**src/rtl/lsu_byte_master.sv**
```systemverilog
// Byte-serial load/store initiator: splits byte/half/word requests into little-endian byte beats.
// Latency N+1 cycles to rspValid (N beats, no wait states); backpressure: reqReady low in BEAT/RESP, memAck stalls beats.
module lsu_byte_master #(
    parameter int ADDR_W      = 32,
    parameter bit CHECK_ALIGN = 1'b1
) (
    input  logic              i_clk,
    input  logic              i_rst,
    input  logic              i_req_valid,
    output logic              o_req_ready,
    input  logic              i_req_write,
    input  logic [2:0]        i_req_ctrl,
    input  logic [ADDR_W-1:0] i_req_addr,
    input  logic [31:0]       i_req_wdata,
    output logic              o_rsp_valid,
    output logic [31:0]       o_rsp_data,
    output logic              o_rsp_err,
    output logic              o_mem_req,
    output logic              o_mem_we,
    output logic [ADDR_W-1:0] o_mem_addr,
    output logic [7:0]        o_mem_wdata,
    input  logic              i_mem_ack,
    input  logic [7:0]        i_mem_rdata
);

    typedef enum logic [1:0] {IDLE, BEAT, RESP} state_t;

    state_t              r_state;
    logic                r_write;
    logic [2:0]          r_ctrl;
    logic [31:0]         r_wdata;
    logic [1:0]          r_cnt;
    logic [1:0]          r_last;
    logic [31:0]         r_asm;
    logic                r_req_ready;
    logic                r_rsp_valid;
    logic [31:0]         r_rsp_data;
    logic                r_rsp_err;
    logic                r_mem_req;
    logic                r_mem_we;
    logic [ADDR_W-1:0]   r_mem_addr;
    logic [7:0]          r_mem_wdata;

    logic                w_err;
    logic [1:0]          w_last;
    logic [31:0]         w_asm_next;
    logic [31:0]         w_rsp_load;

    always_comb begin
        w_err = 1'b0;
        case (i_req_ctrl)
            3'b011, 3'b110, 3'b111: w_err = 1'b1;
            default: ;
        endcase
        if (i_req_write && i_req_ctrl[2])
            w_err = 1'b1;
        if (CHECK_ALIGN && (i_req_ctrl[1:0] == 2'b01) && i_req_addr[0])
            w_err = 1'b1;
        if (CHECK_ALIGN && (i_req_ctrl[1:0] == 2'b10) && (i_req_addr[1:0] != 2'b00))
            w_err = 1'b1;
    end

    always_comb begin
        case (i_req_ctrl[1:0])
            2'b00:   w_last = 2'd0;
            2'b01:   w_last = 2'd1;
            default: w_last = 2'd3;
        endcase
    end

    // Assembly including the byte arriving this cycle, so the last beat can respond directly.
    always_comb begin
        w_asm_next = r_asm;
        if (!r_write)
            w_asm_next[{r_cnt, 3'b000} +: 8] = i_mem_rdata;
        case (r_ctrl)
            3'b000:  w_rsp_load = {{24{w_asm_next[7]}}, w_asm_next[7:0]};
            3'b001:  w_rsp_load = {{16{w_asm_next[15]}}, w_asm_next[15:0]};
            3'b100:  w_rsp_load = {24'h0, w_asm_next[7:0]};
            3'b101:  w_rsp_load = {16'h0, w_asm_next[15:0]};
            default: w_rsp_load = w_asm_next;
        endcase
    end

    always_ff @(posedge i_clk) begin
        if (i_rst) begin
            r_state     <= IDLE;
            r_write     <= 1'b0;
            r_ctrl      <= 3'b000;
            r_wdata     <= 32'h0;
            r_cnt       <= 2'd0;
            r_last      <= 2'd0;
            r_asm       <= 32'h0;
            r_req_ready <= 1'b1;
            r_rsp_valid <= 1'b0;
            r_rsp_data  <= 32'h0;
            r_rsp_err   <= 1'b0;
            r_mem_req   <= 1'b0;
            r_mem_we    <= 1'b0;
            r_mem_addr  <= '0;
            r_mem_wdata <= 8'h0;
        end else begin
            case (r_state)
                IDLE: begin
                    if (i_req_valid) begin
                        r_write     <= i_req_write;
                        r_ctrl      <= i_req_ctrl;
                        r_wdata     <= i_req_wdata;
                        r_cnt       <= 2'd0;
                        r_last      <= w_last;
                        r_asm       <= 32'h0;
                        r_req_ready <= 1'b0;
                        if (w_err) begin
                            r_state     <= RESP;
                            r_rsp_valid <= 1'b1;
                            r_rsp_err   <= 1'b1;
                            r_rsp_data  <= 32'h0;
                        end else begin
                            r_state     <= BEAT;
                            r_mem_req   <= 1'b1;
                            r_mem_we    <= i_req_write;
                            r_mem_addr  <= i_req_addr;
                            r_mem_wdata <= i_req_wdata[7:0];
                        end
                    end
                end
                BEAT: begin
                    if (i_mem_ack) begin
                        r_asm <= w_asm_next;
                        if (r_cnt == r_last) begin
                            r_state     <= RESP;
                            r_mem_req   <= 1'b0;
                            r_rsp_valid <= 1'b1;
                            r_rsp_err   <= 1'b0;
                            r_rsp_data  <= r_write ? 32'h0 : w_rsp_load;
                        end else begin
                            // r_wdata is kept shifted so the next byte is always at [15:8].
                            r_cnt       <= r_cnt + 2'd1;
                            r_mem_addr  <= r_mem_addr + ADDR_W'(1);
                            r_mem_wdata <= r_wdata[15:8];
                            r_wdata     <= r_wdata >> 8;
                        end
                    end
                end
                RESP: begin
                    r_rsp_valid <= 1'b0;
                    r_req_ready <= 1'b1;
                    r_state     <= IDLE;
                end
                default: r_state <= IDLE;
            endcase
        end
    end

    assign o_req_ready = r_req_ready;
    assign o_rsp_valid = r_rsp_valid;
    assign o_rsp_data  = r_rsp_data;
    assign o_rsp_err   = r_rsp_err;
    assign o_mem_req   = r_mem_req;
    assign o_mem_we    = r_mem_we;
    assign o_mem_addr  = r_mem_addr;
    assign o_mem_wdata = r_mem_wdata;

endmodule

```
**config.mk**
```make
export PLATFORM = sky130hd
export DESIGN_NAME = lsu_byte_master
export DESIGN_NICKNAME = d
export VERILOG_FILES = /design/src/rtl/lsu_byte_master.sv
export SDC_FILE = /design/constraint.sdc
export NUM_CORES = 1
export LEC_CHECK = 0
export ABC_AREA = 0
export CAP_MARGIN = 0
export CORE_UTILIZATION = 45
export CTS_CLUSTER_DIAMETER = 100
export DETAILED_ROUTE_END_ITERATION = 16
export GPL_TIMING_DRIVEN = 0
export MAX_ROUTING_LAYER = met4
export PLACE_DENSITY = 0.76
export SETUP_SLACK_MARGIN = 0.3
export SYNTH_ARGS = -nofsm -noshare
export SYNTH_HDL_FRONTEND = slang
export SYNTH_SLANG_ARGS = --single-unit
export TNS_END_PERCENT = 5
```
**constraint.sdc**
```tcl
create_clock -name i_clk -period 2.32 [get_ports i_clk]
set_input_delay 0.464 -clock i_clk [delete_from_list [all_inputs] [get_ports i_clk]]
set_output_delay 0.464 -clock i_clk [all_outputs]
set_load 0.05 [all_outputs]
```
# After elaboration in Yosys (flattened, before gate mapping)
# Index checks and enable logic that the tools add are counted.
[op_classes]
add_sub_neg = 3
eq_ne = 17
n_shift = 2
mux = 53
n_bitwise = 1
n_reduce_logical = 21
[op_table]
columns = ["cell", "count"]
rows = [
  ["32-bit 2-to-1 mux", 15],
  ["32-bit one-hot mux with 2 select lines", 4],
  ["32-bit one-hot mux with 4 select lines", 1],
  ["32-bit by 1-bit adder with 32-bit output, second input constant", 1],
  ["32-bit bitwise mux", 1],
  ["8-bit 2-to-1 mux", 4],
  ["8-bit by 7-bit variable shift with 32-bit output, first input constant", 1],
  ["8-bit by 7-bit variable part select with 32-bit output", 1],
  ["5-bit AND reduction", 4],
  ["8-bit one-hot mux with 2 select lines", 1],
  ["2-bit 2-to-1 mux", 7],
  ["1-bit 2-to-1 mux", 13],
  ["3-bit equality test, second input constant", 4],
  ["2-bit != test, second input constant", 6],
  ["2-bit one-hot mux with 2 select lines", 3],
  ["3-bit AND reduction", 3],
  ["5-bit negator with 7-bit output", 1],
  ["1-bit one-hot mux with 2 select lines", 3],
  ["2-bit nonzero test", 3],
  ["2-bit by 1-bit equality test with 1-bit output, second input constant", 2],
  ["2-bit equality test, second input constant", 2],
  ["2-bit zero test", 2],
  ["2-bit AND reduction", 2],
  ["4-bit AND reduction", 1],
  ["other kinds (10)", 12],
]
[word_totals]
regBits = 151
in_bits = 80
out_inout_bits = 77
word_cells = 112

# Logic depth before layout (Yosys ltp)
# Gate-level depths: netlist of the first run.
[logic_depth]
ltp_word = 9
ltp_mapped = 9
mapped_depth_nobuf = 7

# Least setup slack after synthesis of the first run
# No wires, ideal clock.
[synth_path]
path_kind = "flip-flop to flip-flop"
start = "register r_mem_addr[0] (netlist: o_mem_addr[0])"
end = "register r_mem_addr[24] (netlist: o_mem_addr[24])"
setup_time_ns = 0.079
t_arrival_ns = 2.267
required_time_ns = 2.241
slack_ns = -0.026
stages_incl_launch_ff = 7
path_buffers = 0
synth_period_minus_slack_ns = 2.346
path_cell_list = "dfxtp_1 ha_1 nand3_1 nor4_2 nand3_1 or4_1 o211ai_1"
[synth_via]
elab_chain_len = 4
[synth_rtl]
columns = ["element", "line_no", "text"]
rows = [
  ["start: declaration", "41", "logic [ADDR_W-1:0] r_mem_addr;"],
  ["start signal: assignment", "122", "r_mem_addr <= i_req_addr;"],
  ["start signal: assignment", "139", "r_mem_addr <= r_mem_addr + ADDR_W'(1);"],
  ["32-bit by 1-bit adder with 32-bit output", "139", ""],
  ["32-bit 2-to-1 mux", "130", "if (r_cnt == r_last) begin"],
  ["32-bit 2-to-1 mux", "128", "if (i_mem_ack) begin"],
  ["32-bit one-hot mux with 2 select lines", "103", "case (r_state)"],
]
# Every way passes these cells. The select of a mux whose other input is x is not followed.
# A chain may end at the register's enable or synchronous reset.

# Worst setup path after layout of the first run
[layout_path]
start = "register r_mem_addr[19] (netlist: o_mem_addr[19])"
end = "output port o_mem_addr[19]"
[layout_rtl]
columns = ["element", "line_no", "text"]
rows = [
  ["end: declaration", "20", "output logic [ADDR_W-1:0] o_mem_addr,"],
]
# No word-level cell between the ends.

==> results of run 1 <==
## cells in the mapped netlist, drive strengths merged, types with 5 or more instances
library cell / number / share of area (%)
and4: 7 / 0.92
a311oi: 28 / 3.7
nand3: 17 / 1.3
nor2: 106 / 6.0
a21oi: 47 / 3.5
o31ai: 5 / 0.56
ha: 6 / 1.1
nor4: 6 / 0.88
a2bb2oi: 16 / 2.1
buf: 13 / 1.0
nand4: 8 / 0.84
o32ai: 6 / 0.79
inv: 8 / 0.45
dfxtp: 143 / 43
a32oi: 8 / 1.0
nor3: 13 / 0.97
nand2: 112 / 6.3
and2: 10 / 0.94
or4: 5 / 0.56
a22oi: 46 / 5.2
a22o: 9 / 1.2
nand2b: 15 / 1.4
o21ai: 39 / 2.9
a32o: 16 / 2.4
clkbuf: 55 / 3.1
a211oi: 7 / 0.79
o21a: 5 / 0.56
a21o: 7 / 0.79
## cells in the final DEF, fill, tap and decap left out, drive strengths merged, types with 9 or more instances in the layout
master / count
a21oi: 47
a22o: 9
a22oi: 46
a2bb2oi: 16
a311oi: 28
a32o: 16
and2: 10
buf: 23
clkbuf: 79
clkdlybuf4s50: 148
dfxtp: 143
nand2: 112
nand2b: 15
nand3: 17
nor2: 106
nor3: 13
o21ai: 39
## registers in the layout (all words and copies together) (netlist names)
signal / flops
o_mem_addr: 32
o_mem_we: 1
r_write: 1
r_cnt: 2
r_ctrl: 3
r_state: 2
o_rsp_err: 1
o_rsp_valid: 1
o_mem_wdata: 8
o_rsp_data: 32
o_req_ready: 1
r_wdata: 24
r_asm: 32
o_mem_req: 1
r_last: 2
## what timing repair did
item	4_1_cts	5_1_grt
buffers inserted	5	5
setup endpoints to repair	202	216
hold buffers	0	0
gates cloned	1	0
resized for setup	42	36
pin swaps	5	7
endpoints found under the hold margin	0	0
## power by group through the flow
stage               combinational (mW)  sequential, mW  clock, mW
finish                            1.25            2.70       2.78
global route                      1.34            2.72       2.91
CTS                               1.23            2.70       2.79
detailed placement                1.18            2.75          0
global placement                  1.18            2.75          0
floorplan                        0.495            2.96          0
## layout make-up
type | count | share of cell area (%)
clock buffers | 23 | 5.303
plain buffers | 68 | 3.424
inverters | 8 | 0.3464
clock inverters | 9 | 1.133
well taps | 184 | 2.452
flip-flops and latches | 143 | 30.71
multi-input cells | 587 | 38.85
diodes | 2 | 0.05330
repair buffers | 167 | 17.72
## cells by family (layout without fill, tap and decap cells)
kind of cell | count (synthesis) | after routing | synth area share [%]
flops | 143 | 143 | 42.88
fa+ha+maj | 6 | 6 | 1.124
simple gates | 316 | 316 | 22.00
buf+inv | 76 | 275 | 4.592
other cells | 0 | 2 | 0
xor+xnor | 2 | 2 | 0.3749
mux | 5 | 5 | 0.8433
compound gates | 258 | 258 | 28.19
## worst min-delay path by stage
stage	start	endpoint	slack, ns	cells past startpoint
floorplan	r_last[1]	r_last[1]	0.45	2
global placement	o_rsp_data[18]	o_rsp_data[18]	0.45	1
detailed placement	o_rsp_data[26]	o_rsp_data[26]	0.46	1
CTS	o_rsp_data[17]	o_rsp_data[17]	0.47	1
global route	i_req_ctrl[2]	r_ctrl[2]	0.42	3
finish	i_req_ctrl[2]	r_ctrl[2]	0.40	3
## stage by stage
step	setup WS (ns)	cell area, sq um
after floorplan	0.2008	6693
after global placement	-0.7896	8484
after detailed placement	-0.7863	8484
after CTS	0.1293	9276
after global routing	0.07511	9388
final	0.1071	9390
## routing by layer
| layer | track usage [%] | share of wire [%] | up-vias |
|---|---|---|---|
| li1 | - | - | 3351 |
| met1 | 39.34 | 44 | 3407 |
| met2 | 44.62 | 46 | 316 |
| met3 | 5.220 | 8.5 | 28 |
| met4 | 9.714 | 1.7 | 0 |
| met5 | - | 0 | - |
==> metrics.csv, run 1 <==
stage,metric,value,unit
run_status,status,finished clean,
yosys,mappedNetlistNets,892,
clock_tree,cts-root-to-sink-buffers,2,
critical_path,timing.reg2reg.setup_slack,0.21,ns
yosys,number_of_flops_mapped_to_enable_cells_by_yosys,0,
floorplan,core_area,14480,sq um
global_routing,grt_start_max_net_pins,17,
critical_path,crit_slowest_cell,sky130_fd_sc_hd__clkdlybuf4s50_1,
detailed_routing,drt_iter0_markers,703,
critical_path,worst_r2r_endpoint,o_mem_addr[31],
pwr,power,6.732,mW
floorplan,floorplan.initialDensity,46.11,%
critical_path,worstSetupStartpoint,o_mem_addr[19],
floorplan,std_cell_rows,44,
finish,flow.area_growth_from_synthesis,40.65,%
global_routing,globalRoute.totalOverflow,0,
critical_path,path_cells,clkdlybuf4s50_1,
pwr,max-vdd-ir-drop,0.0005759,V
detailed_routing,drt_pass1_iterations,5,
critical_path,worst-setup-path-type,reg2out,
clock_tree,clock_sinks,143,
clock_tree,cts_tree,built,
sta,final-setup-viol-count,0,
critical_path,setup.worst_path.end,o_mem_addr[19],
sta,setup_repair_after_global_routing_missed_its_margin,yes,
pwr,p_per_area,717.0,nW/um^2
critical_path,end_kind,output pin,
yosys,mappedNetlistArea,6676,sq um
critical_path,crit_path_max_fanout,6,
placed_design,io_buffers,156,
placed_design,gp_weighted_congestion,0.8950,
floorplan,die_area,15330,sq um
yosys,syn_area_per_cell,8.283,sq um
finish,ff_latch_area,2884,sq um
sta,min_cycle_time_layout,2.213,ns
yosys,synth-seq-area-share,42.88,%
global_routing,antenna_found_initial,1,
pwr,power.net_switching,1.941,mW
sta,max_freq,451.9,MHz
global_routing,grt_first_pass_wirelength,33.38,mm
yosys,yosys_warnings,0,
finish,final_layout_size_suffix_gt1_share,11.44,%
yosys,synth.ff_latch_count,143,
critical_path,crit_path_start_kind,register,
finish,finish.net_count,1078,
critical_path,worstPathArrival,1.75,ns
clock_tree,root_buffer,sky130_fd_sc_hd__clkbuf_16,
finish,non_filler_cells_final,1191,
critical_path,r2r_cells,5,
detailed_routing,via_count,7102,
pwr,netSwitchingFraction,28.83,%
detailed_routing,remaining_drc_errors,0,
detailed_routing,detail_route.wl_per_cell,18.20,um
yosys,synth-main-ff-cell,sky130_fd_sc_hd__dfxtp_1,
sta,relSlewSlack,46.89,%
detailed_routing,postRouteWirelength,21.67,mm
clock_tree,insertion_delay,0.43,ns
sta,finalHoldViolations,0,
pwr,power.internal,4.792,mW
run,timing.max_cap.violations,0,
placed_design,place_hpwl,15.18,mm
yosys,postSynth.asyncResetShare,0,%
finish,multi_input_area,3649,sq um
critical_path,crit-reg2reg-launch,o_mem_addr[6],
floorplan,die_h,123.8,um
floorplan,floorplan.die.width,123.8,um
sta,worst_hold_slack,0.3956,ns
critical_path,critPathMaxStageDelay,0.87,ns
finish,post-route-util,64.85,%
pwr,total_leakage_power,3.425,nW
pwr,proportion_of_power_drawn_by_flip_flops_and_latches,40.2,%
placed_design,placed_cells,1146,
pwr,share_comb_of_total_power,18.6,%
detailed_routing,ant_nets,0,
critical_path,cpLargestDelayFamily,buffers and inverters,
finish,total_of_fill_cells_in_the_finished_design,1229,
critical_path,critPathBufInv,1,
sta,final.period_utilization,95.38,%
critical_path,worst_ep_required_time,1.86,ns
clock_tree,total_clock_buffers_created_by_cts,17,
global_routing,first_global_vias,6359,
pwr,power.share.clock,41.2,%
hold_path,min-delay-path-class,in2reg,
sta,final_slew_violations,0,
sta,finalSetupTns,0,ns
sta,timing_worst_slew_pin_value,0.7906,ns
clock_tree,maximum_level_of_the_cts_h_tree,4,
critical_path,critical_path_cell_count,1,
yosys,number_of_instances_in_the_synthesized_netlist,806,
sta,layout_skew,0.01010,ns
global_routing,global_route.usage.total,29.36,%
detailed_routing,via_to_cell_ratio,5.963,
floorplan,num_io_pins,157,
clock_tree,clk_slew_on_worst_s_h_paths,0.06,ns
yosys,synthDistinctLibCells,61,
(Power assumes the default switching activity.)
==> run 2, diff against run 1 <==
--- a/config.mk
+++ b/config.mk
@@ -7,12 +7,12 @@
 export LEC_CHECK = 0
 export ABC_AREA = 0
 export CAP_MARGIN = 0
-export CORE_UTILIZATION = 45
+export CORE_UTILIZATION = 50
 export CTS_CLUSTER_DIAMETER = 100
 export DETAILED_ROUTE_END_ITERATION = 16
 export GPL_TIMING_DRIVEN = 0
 export MAX_ROUTING_LAYER = met4
-export PLACE_DENSITY = 0.76
+export PLACE_DENSITY = 0.8
 export SETUP_SLACK_MARGIN = 0.3
 export SYNTH_ARGS = -nofsm -noshare
 export SYNTH_HDL_FRONTEND = slang
==> constraint.sdc (replaced) <==
create_clock -name i_clk -period 2.5 [get_ports i_clk]
set_input_delay 0.5 -clock i_clk [delete_from_list [all_inputs] [get_ports i_clk]]
set_output_delay 0.5 -clock i_clk [all_outputs]
set_load 0.05 [all_outputs]
==> metrics.csv, run 2 (synthesis gave the netlist of run 1 again) <==
stage,metric,value,unit,change
floorplan,floorplan.die.width,117.6,um,-5.0%
run_status,status,finished clean,,
hold_path,holdPathStages,2,,-1
sta,final_slew_violations,0,,unchanged
floorplan,num_io_pins,157,,unchanged
finish,flow.area_growth_from_synthesis,39.56,%,
sta,timing_worst_slew_pin_value,0.6516,ns,-0.1390 ns
clock_tree,cts_tree,built,,
floorplan,std_cell_rows,41,,-6.8%
finish,finalInstanceArea,9318,sq um,-0.77%
finish,ff_latch_area,2872,sq um,-0.43%
critical_path,crit_path_max_fanout,8,,+2
critical_path,crit_slowest_cell,sky130_fd_sc_hd__clkdlybuf4s50_1,,
run,timing.max_cap.violations,0,,unchanged
hold_path,min-delay-path-class,reg2reg,,
pwr,p_per_area,682.4,nW/um^2,-4.8%
clock_tree,root_buffer,sky130_fd_sc_hd__clkbuf_16,,
critical_path,worstPathArrival,1.76,ns,about the same
detailed_routing,route.met2.wl,9.741,mm,-1.7%
floorplan,die_area,13820,sq um,-9.8%
critical_path,end_kind,output pin,,
sta,layout_skew,0.008414,ns,-0.001690 ns
critical_path,worst-setup-path-type,reg2out,,
floorplan,core_area,12820,sq um,-11%
clock_tree,cts-root-to-sink-buffers,2,,unchanged
pwr,total_leakage_power,3.321,nW,-3.0%
detailed_routing,m1WireLength,9.624,mm,+0.77%
detailed_routing,postRouteWirelength,21.49,mm,-0.85%
placed_design,io_buffers,156,,unchanged
finish,n_antenna_cell,0,,-2
critical_path,path_cells,clkdlybuf4s50_1,,
floorplan,die_h,117.6,um,-5.0%
detailed_routing,detail_route.wl_per_cell,18.26,um,+0.33%
sta,final.period_utilization,90.32,%,
detailed_routing,ant_nets,0,,unchanged
critical_path,crit-reg2reg-launch,r_cnt[0],,
critical_path,critPathMaxStageDelay,0.86,ns,about the same
detailed_routing,drt_pass1_iterations,5,,unchanged
placed_design,placed_cells,1134,,-1.0%
global_routing,grt_start_max_net_pins,17,,unchanged
global_routing,global_route.usage.total,32.12,%,+2.8 points
sta,min_cycle_time_layout,2.258,ns,
floorplan,floorplan.initialDensity,52.06,%,+5.9 points
critical_path,critPathBufInv,1,,unchanged
sta,worst_hold_slack,0.4502,ns,+0.05467 ns
finish,layout_commonest_cell,sky130_fd_sc_hd__clkdlybuf4s50_1,,
critical_path,cpLargestDelayFamily,buffers and inverters,,
global_routing,grt_first_pass_wirelength,34.56,mm,+3.5%
finish,non_filler_cells_final,1177,,-1.2%
detailed_routing,remaining_drc_errors,0,,unchanged
clock_tree,cts.hold.buffers_added,0,,unchanged
sta,relSlewSlack,56.40,%,+9.5 points
sta,max_freq,442.9,MHz,
global_routing,first_global_vias,6820,,+7.2%
detailed_routing,top_layer_used,met4,,
critical_path,crit_path_start_kind,register,,
detailed_routing,drt_iter0_markers,822,,+17%
placed_design,place_hpwl,15.08,mm,-0.67%
pwr,max-vdd-ir-drop,0.0004512,V,-22%
detailed_routing,via_to_cell_ratio,6.136,,+2.9%
finish,total_of_fill_cells_in_the_finished_design,1056,,-14%
finish,finish.net_count,1079,,+0.093%
clock_tree,insertion_delay,0.43,ns,about the same
critical_path,worst_ep_required_time,2.00,ns,+0.14 ns
critical_path,timing.reg2reg.setup_slack,0.33,ns,+0.12 ns
detailed_routing,met3WireLength,1.540,mm,-16%
critical_path,r2r_cells,8,,+3
sta,final-setup-viol-count,0,,unchanged
critical_path,worst_r2r_endpoint,o_rsp_data[28],,
clock_tree,total_clock_buffers_created_by_cts,17,,unchanged
pwr,power,6.359,mW,-5.6%
sta,finalSetupTns,0,ns,unchanged
sta,finalHoldViolations,0,,unchanged
clock_tree,clk_slew_on_worst_s_h_paths,0.06,ns,about the same
hold_path,hold_end,o_rsp_data[5],,
finish,layout_common_cells,"sky130_fd_sc_hd__clkdlybuf4s50_1, sky130_fd_sc_hd__dfxtp_1, sky130_fd_sc_hd__nand2_1, sky130_fd_sc_hd__nor2_1, sky130_fd_sc_hd__a21oi_1",,
clock_tree,maximum_level_of_the_cts_h_tree,4,,unchanged
finish,final_layout_size_suffix_gt1_share,9.652,%,-1.8 points
placed_design,gp_weighted_congestion,0.9503,,+6.2%
detailed_routing,via_count,7222,,+1.7%
finish,multi_input_area,3620,sq um,-0.79%
hold_path,hold_startpoint,o_rsp_data[5],,
clock_tree,clock_sinks,143,,unchanged
global_routing,globalRoute.totalOverflow,0,,unchanged
sta,setup_repair_after_global_routing_missed_its_margin,yes,,
global_routing,antenna_found_initial,0,,-1
placed_design,placedInstanceArea,8456,sq um,-0.34%
-- run 2: cell count changes in the layout (fill, tap and decap cells not counted), moves of 3 or more --
| cell | before | now |
|---|---|---|
| sky130_fd_sc_hd__dfxtp_1 | 130 | 138 |
| sky130_fd_sc_hd__clkbuf_2 | 19 | 15 |
| sky130_fd_sc_hd__clkbuf_8 | 5 | 2 |
| sky130_fd_sc_hd__clkdlybuf4s50_1 | 148 | 156 |
| sky130_fd_sc_hd__dlymetal6s2s_1 | 7 | 0 |
| sky130_fd_sc_hd__dfxtp_2 | 11 | 4 |
| sky130_fd_sc_hd__clkbuf_1 | 35 | 43 |
-- run 2: final cells by class --
class | instances | area share (%)
tap | 172 | 2.310
inverter | 8 | 0.3626
sequential | 143 | 30.82
clock buffer | 21 | 4.942
multi-input combinational | 587 | 38.85
buffer | 68 | 3.263
clock inverter | 10 | 1.732
timing repair buffer | 168 | 17.73
-- run 2: worst max-delay path by stage --
stage                              from              to  slack, ns  cells after the start
after CTS                 i_req_ctrl[0]   o_rsp_data[0]       0.15                      7
final                     o_mem_addr[6]   o_mem_addr[6]       0.24                      1
after detailed placement  i_req_ctrl[0]   o_rsp_data[0]      -0.45                      7
after global placement    i_req_ctrl[0]   o_rsp_data[5]      -0.45                      7
after global routing      o_mem_addr[6]   o_mem_addr[6]       0.20                      1
after floorplan                r_cnt[0]  o_rsp_data[22]       0.25                      8
-- run 2: per-layer routing --
metal	track usage [%]	vias up
met2	49.08	360
met4	13.86	0
li1	-	3349
met3	4.942	51
met1	42.20	3462
met5	-	-
-- run 2: timing repair --
item | in CTS | in global routing
setup endpoints to repair | 121 | 145
setup buffers | 1 | 10
pin swaps | 0 | 9
gates resized for setup | 14 | 40
cloned | 0 | 1
-- run 2: per-stage QoR --
step | setup WS (ns) | utilization [%]
finish | 0.2420 | 72.65
global route | 0.1972 | 72.65
CTS | 0.1456 | 71.32
detailed placement | -0.4477 | 65.93
global placement | -0.4524 | 65.93
floorplan | 0.2482 | -
-- run 2: power by group --
group          switching (mW)  total [mW]  internal, mW  leakage, nW
logic                   0.708        1.15         0.445         1.86
clock network           0.987        2.70          1.71        0.295
registers               0.110        2.51          2.40         1.17
total                    1.80        6.36          4.55         3.32
==> variant 1 (flow settings as in run 1) <==
Reset style: asynchronous (`i_rst`), changed in one clocked block.
--- a/src/rtl/lsu_byte_master.sv
+++ b/src/rtl/lsu_byte_master.sv
@@ -83,5 +83,5 @@
     end
 
-    always_ff @(posedge i_clk) begin
+    always_ff @(posedge i_clk or posedge i_rst) begin
         if (i_rst) begin
             r_state     <= IDLE;
Check against the original RTL: differs if i_rst is asserted again (counterexample within 4 cycles, from zero or initial values and one cycle with i_rst high); with i_rst held inactive, the same outputs for 4 cycles.
==> variant 1 against run 1 <==
  * Design area rose by 9.0%
  * Critical path type is now flip-flop to flip-flop
  * Sequential share of layout area rose by 4.3 points
  * Largest cell class is now flip-flops and latches
  * Synthesized area rose by 5.4%
  * Non-clock buffer count rose by 20
  * Critical path depth rose by 6
  * Wire length rose by 4.3%
  * Worst setup slack got worse by 66 ps
  * Synthesized cell count fell by 12%
  * Core utilization rose by 2.2 points
  * Sequential cell count did not move
Power is not compared: it rests on default switching activity, and its combinational part moved more than twofold at a synthesized area within 25%.
==> variant 1: results (changes against run 1) <==
Worst hold path:
- The worst hold path depth is 2 (-1).
- The path class of the tightest hold or removal check is flip-flop to flip-flop.

Synth:
- The async set or reset register ratio after synthesis came to 1.00 (+1.00).
- The mux share of post-synthesis cell area is 0.0492 (+0.0408).
- The compound-gate portion of the synthesized area is 0.239 (-0.0430).
- The synthesized netlist net count is 799 (-10%).
- In the synthesized netlist, the cells that appear most often are 142 x dfrtp_1, 102 x nand2_1, 76 x o21ai_0.
- The adder and majority cell fraction of the synthesized area is 0.0142 (+0.00298).
- The average footprint of a synthesized cell came to 9.90 um^2 (+20%).
- The post-synthesis share of cell area spent on xor and xnor gates is 0.00498 (+0.00123).
- By area the synthesized netlist is led by dfrtp_1 50%, nand2_1 5.4%, o21ai_0 5.4%, a22o_1 5.0%, mux2i_1 4.1%.
- The number of different library cells in the post-synthesis netlist is 62 (+1.6%).

Placement:
- The cell count after placement came to 1081 (-5.7%).
- The total half-perimeter wirelength after legalization and detailed placement is 14.9 mm (-1.7%).
- The cell area after placement is 8930 um^2 (+5.3%).
- The post-place setup slack is -898 ps (-112 ps).

Setup path:
- The worst setup path is of the flip-flop to flip-flop kind.
- The critical path arrival is 2620 ps (+870 ps).
- The worst register-to-register path begins at o_mem_addr[0].
- The highest cell delay on the worst timing path was 430 ps (-440 ps).
- The number of cells on the worst reg-to-reg path is 7 (+2).
- The dominant delay contributor by cell family on the critical path is simple AND/OR/NAND/NOR gates.
- The reg-to-reg setup timing slack is 40 ps (-170 ps).

Detailed routing:
- The detailed-route wire length on metal 1 came to 9.87 mm (+3.3%).
- The met3 wirelength from detailed routing is 1.53 mm (-17%).
- The wire length on met2 was 10.5 mm (+6.2%).
- The final routed wirelength across all metal layers is 22.6 mm (+4.3%).
- The average routed wire per standard cell is 19.5 um (+7.1%).

Global routing:
- The met3 layer usage reported by global route is 0.0586 (+0.00643).
- The number of antenna violations at the first check in global routing is 0 (-1).
- The overall fraction of global-route tracks in use came to 0.286 (-0.00767).
- The met2 usage in global routing was 0.425 (-0.0212).
- The maximum number of pins on one net before global-route repair was 44 (+27).

CTS:
- The count of buffers added by post-CTS timing repair for setup is 19 (+14).
- The total of cells resized after clock tree synthesis is 69 (+64%).

STA:
- The slew at the pin closest to its max-slew limit came to 932 ps (+141 ps).
- The worst clock skew on the final layout came to 11.6 ps (+1.51 ps).
- The final worst slack is 41.6 ps (-65.5 ps).
- The worst-case hold slack is 477 ps (+81.9 ps).

Run status:
- The run finished with clean final reports.

Cells and area:
- The filler cell count in the final layout is 1143 (-7.0%).
-- variant 1: changes by cell type after synthesis, sizes merged, moves of 10 or more --
cell / run 1 / this run
dfxtp: 143 / 0
dfrtp: 0 / 142
nor2: 106 / 23
o21ai: 39 / 76
a22o: 9 / 40
a311oi: 28 / 2
mux2i: 3 / 29
clkbuf: 55 / 34
a22oi: 46 / 30
o22ai: 0 / 16
a32o: 16 / 1
a21oi: 47 / 34
nand2: 112 / 102
-- variant 1: layout make-up --
class / count / area [um^2] / share of cell area
inverter: 12 / 57.6 / 0.00562
clock inverter: 11 / 108 / 0.0105
clock buffer: 20 / 467 / 0.0456
multi-input combinational: 508 / 3450 / 0.337
buffer: 48 / 299 / 0.0292
sequential: 143 / 3590 / 0.350
timing repair buffer: 207 / 2000 / 0.196
tap: 211 / 264 / 0.0258
-- variant 1: power by group --
part	switching, mW	internal (mW)
Combinational	5.15	3.20
Sequential	0.716	3.29
Clock	1.11	1.56
==> variant 2 (settings of run 1) <==
Made on the original files. The parameter `ADDR_W` goes from 32 to 64.
--- a/src/rtl/lsu_byte_master.sv
+++ b/src/rtl/lsu_byte_master.sv
@@ -2,5 +2,5 @@
 // Latency N+1 cycles to rspValid (N beats, no wait states); backpressure: reqReady low in BEAT/RESP, memAck stalls beats.
 module lsu_byte_master #(
-    parameter int ADDR_W      = 32,
+    parameter int ADDR_W      = 64,
     parameter bit CHECK_ALIGN = 1'b1
 ) (
Interface: changed (resized i_req_addr and o_mem_addr); port bits go from 157 to 221. No check against the original RTL was run, so the function may have changed too.
==> variant 2 against run 1 <==
  * The run now ends with negative setup slack left
  * Design area increased by 38%
  * Fmax decreased by 17%
  * Combinational power increased by 55%
  * Power increased by 22%
  * Synthesized area increased by 30%
  * Sequential cell count increased by 32
  * Largest power group is now registers
  * Sequential power increased by 25%
  * Worst setup slack got worse by 450 ps
  * Worst hold slack improved by 54 ps
  * Via count increased by 47%
  * Clock skew increased by 6.9 ps
  * Clock power increased by 5%
  * Wire length increased by 67%
  * First-iteration DRC count increased by 86%
==> variant 2: results (changes against run 1) <==
Run status:
- The final reports fail on negative setup slack.
- The flow ran to the end, but the final reports show violations.

Detailed routing:
- The average routed wire per standard cell came to 22.1 um (+21%).
- The met3 wirelength from detailed routing is 3.92 mm (+110%).
- The number of iterations in the first detailed-routing pass is 6 (+1).
- The via count of the routed design is 10400 (+47%).

Setup path:
- The maximum fanout along the worst path is 10 (+4).
- The dominant delay contributor by cell family on the critical path is simple AND/OR/NAND/NOR gates.
- The path type of the worst setup path is flip-flop to flip-flop.
- The end of the worst register-to-register path is o_mem_addr[49].

Global routing:
- The routing usage on met1 is 0.441 (+0.0476).
- The first-pass GRT wire length came to 55.5 mm (+66%).
- The number of antenna violations at the first check in global routing was 2 (+1).

Worst hold path:
- For hold timing, the worst endpoint is o_rsp_data[15].
- The worst hold path begins at o_rsp_data[15].

Pwr:
- The worst-case vdd ir drop is 555 uV (-3.5%).
- The internal power component is 5.50 mW (+15%).
- The relative contribution of the clock network to total power is 0.353 (-0.059).

STA:
- The final worst slack is -340 ps (-447 ps).
- The final-report setup violation count was 31 (+31).
- The worst clock skew on the final layout is 17.0 ps (+6.86 ps).
- The relative slew slack is 0.438 (-0.0309).

Synth:
- Counting instances in the post-synthesis netlist gives the leading cell types as 175 x dfxtp_1, 171 x nor2_1, 139 x nand2_1.
- The synthesized netlist net count is 1234 (+38%).
- The post-synthesis share of cell area spent on xor and xnor gates came to 0.00303 (-0.000716).
- The compound-gate portion of the synthesized area was 0.277 (-0.00518).
- The adder and majority cell fraction of the synthesized area is 0.00866 (-0.00258).

Placement:
- The cell area after placement is 11400 um^2 (+34%).

Cells and area:
- The final layout net count is 1510 (+40%).
- The fraction of layout instances using a drive strength above 1 is 0.181 (+0.0666).
[variant 2: changes by cell type in the layout (fill, tap and decap cells not counted), moves of 12 or more]
cell / before / now
buf_4: 12 / 31
a22oi_2: 0 / 14
a2bb2oi_1: 16 / 1
nand4_1: 7 / 29
nor2_1: 105 / 164
dfxtp_4: 2 / 20
nand2_1: 112 / 131
dlygate4sd2_1: 1 / 115
and3_1: 4 / 16
a21oi_1: 47 / 80
a211o_1: 0 / 17
clkdlybuf4s50_1: 148 / 104
[variant 2: timing repair]
item,CTS,global route
cloned,1,0
resized for setup,285,83
setup buffers,32,5
setup endpoints to repair,281,164
hold buffers,0,0
pin swaps,39,51
[variant 2: cell type report]
class                   instances  area, um^2
diodes                          2        5.00
plain buffers                  86         723
clock buffers                  19         443
clock inverters                11         131
fillers                      1575        5830
inverters                      14        67.6
multi-input cells             841        5300
flip-flops and latches        175        3600
well taps                     234         293
repair buffers                257        2380
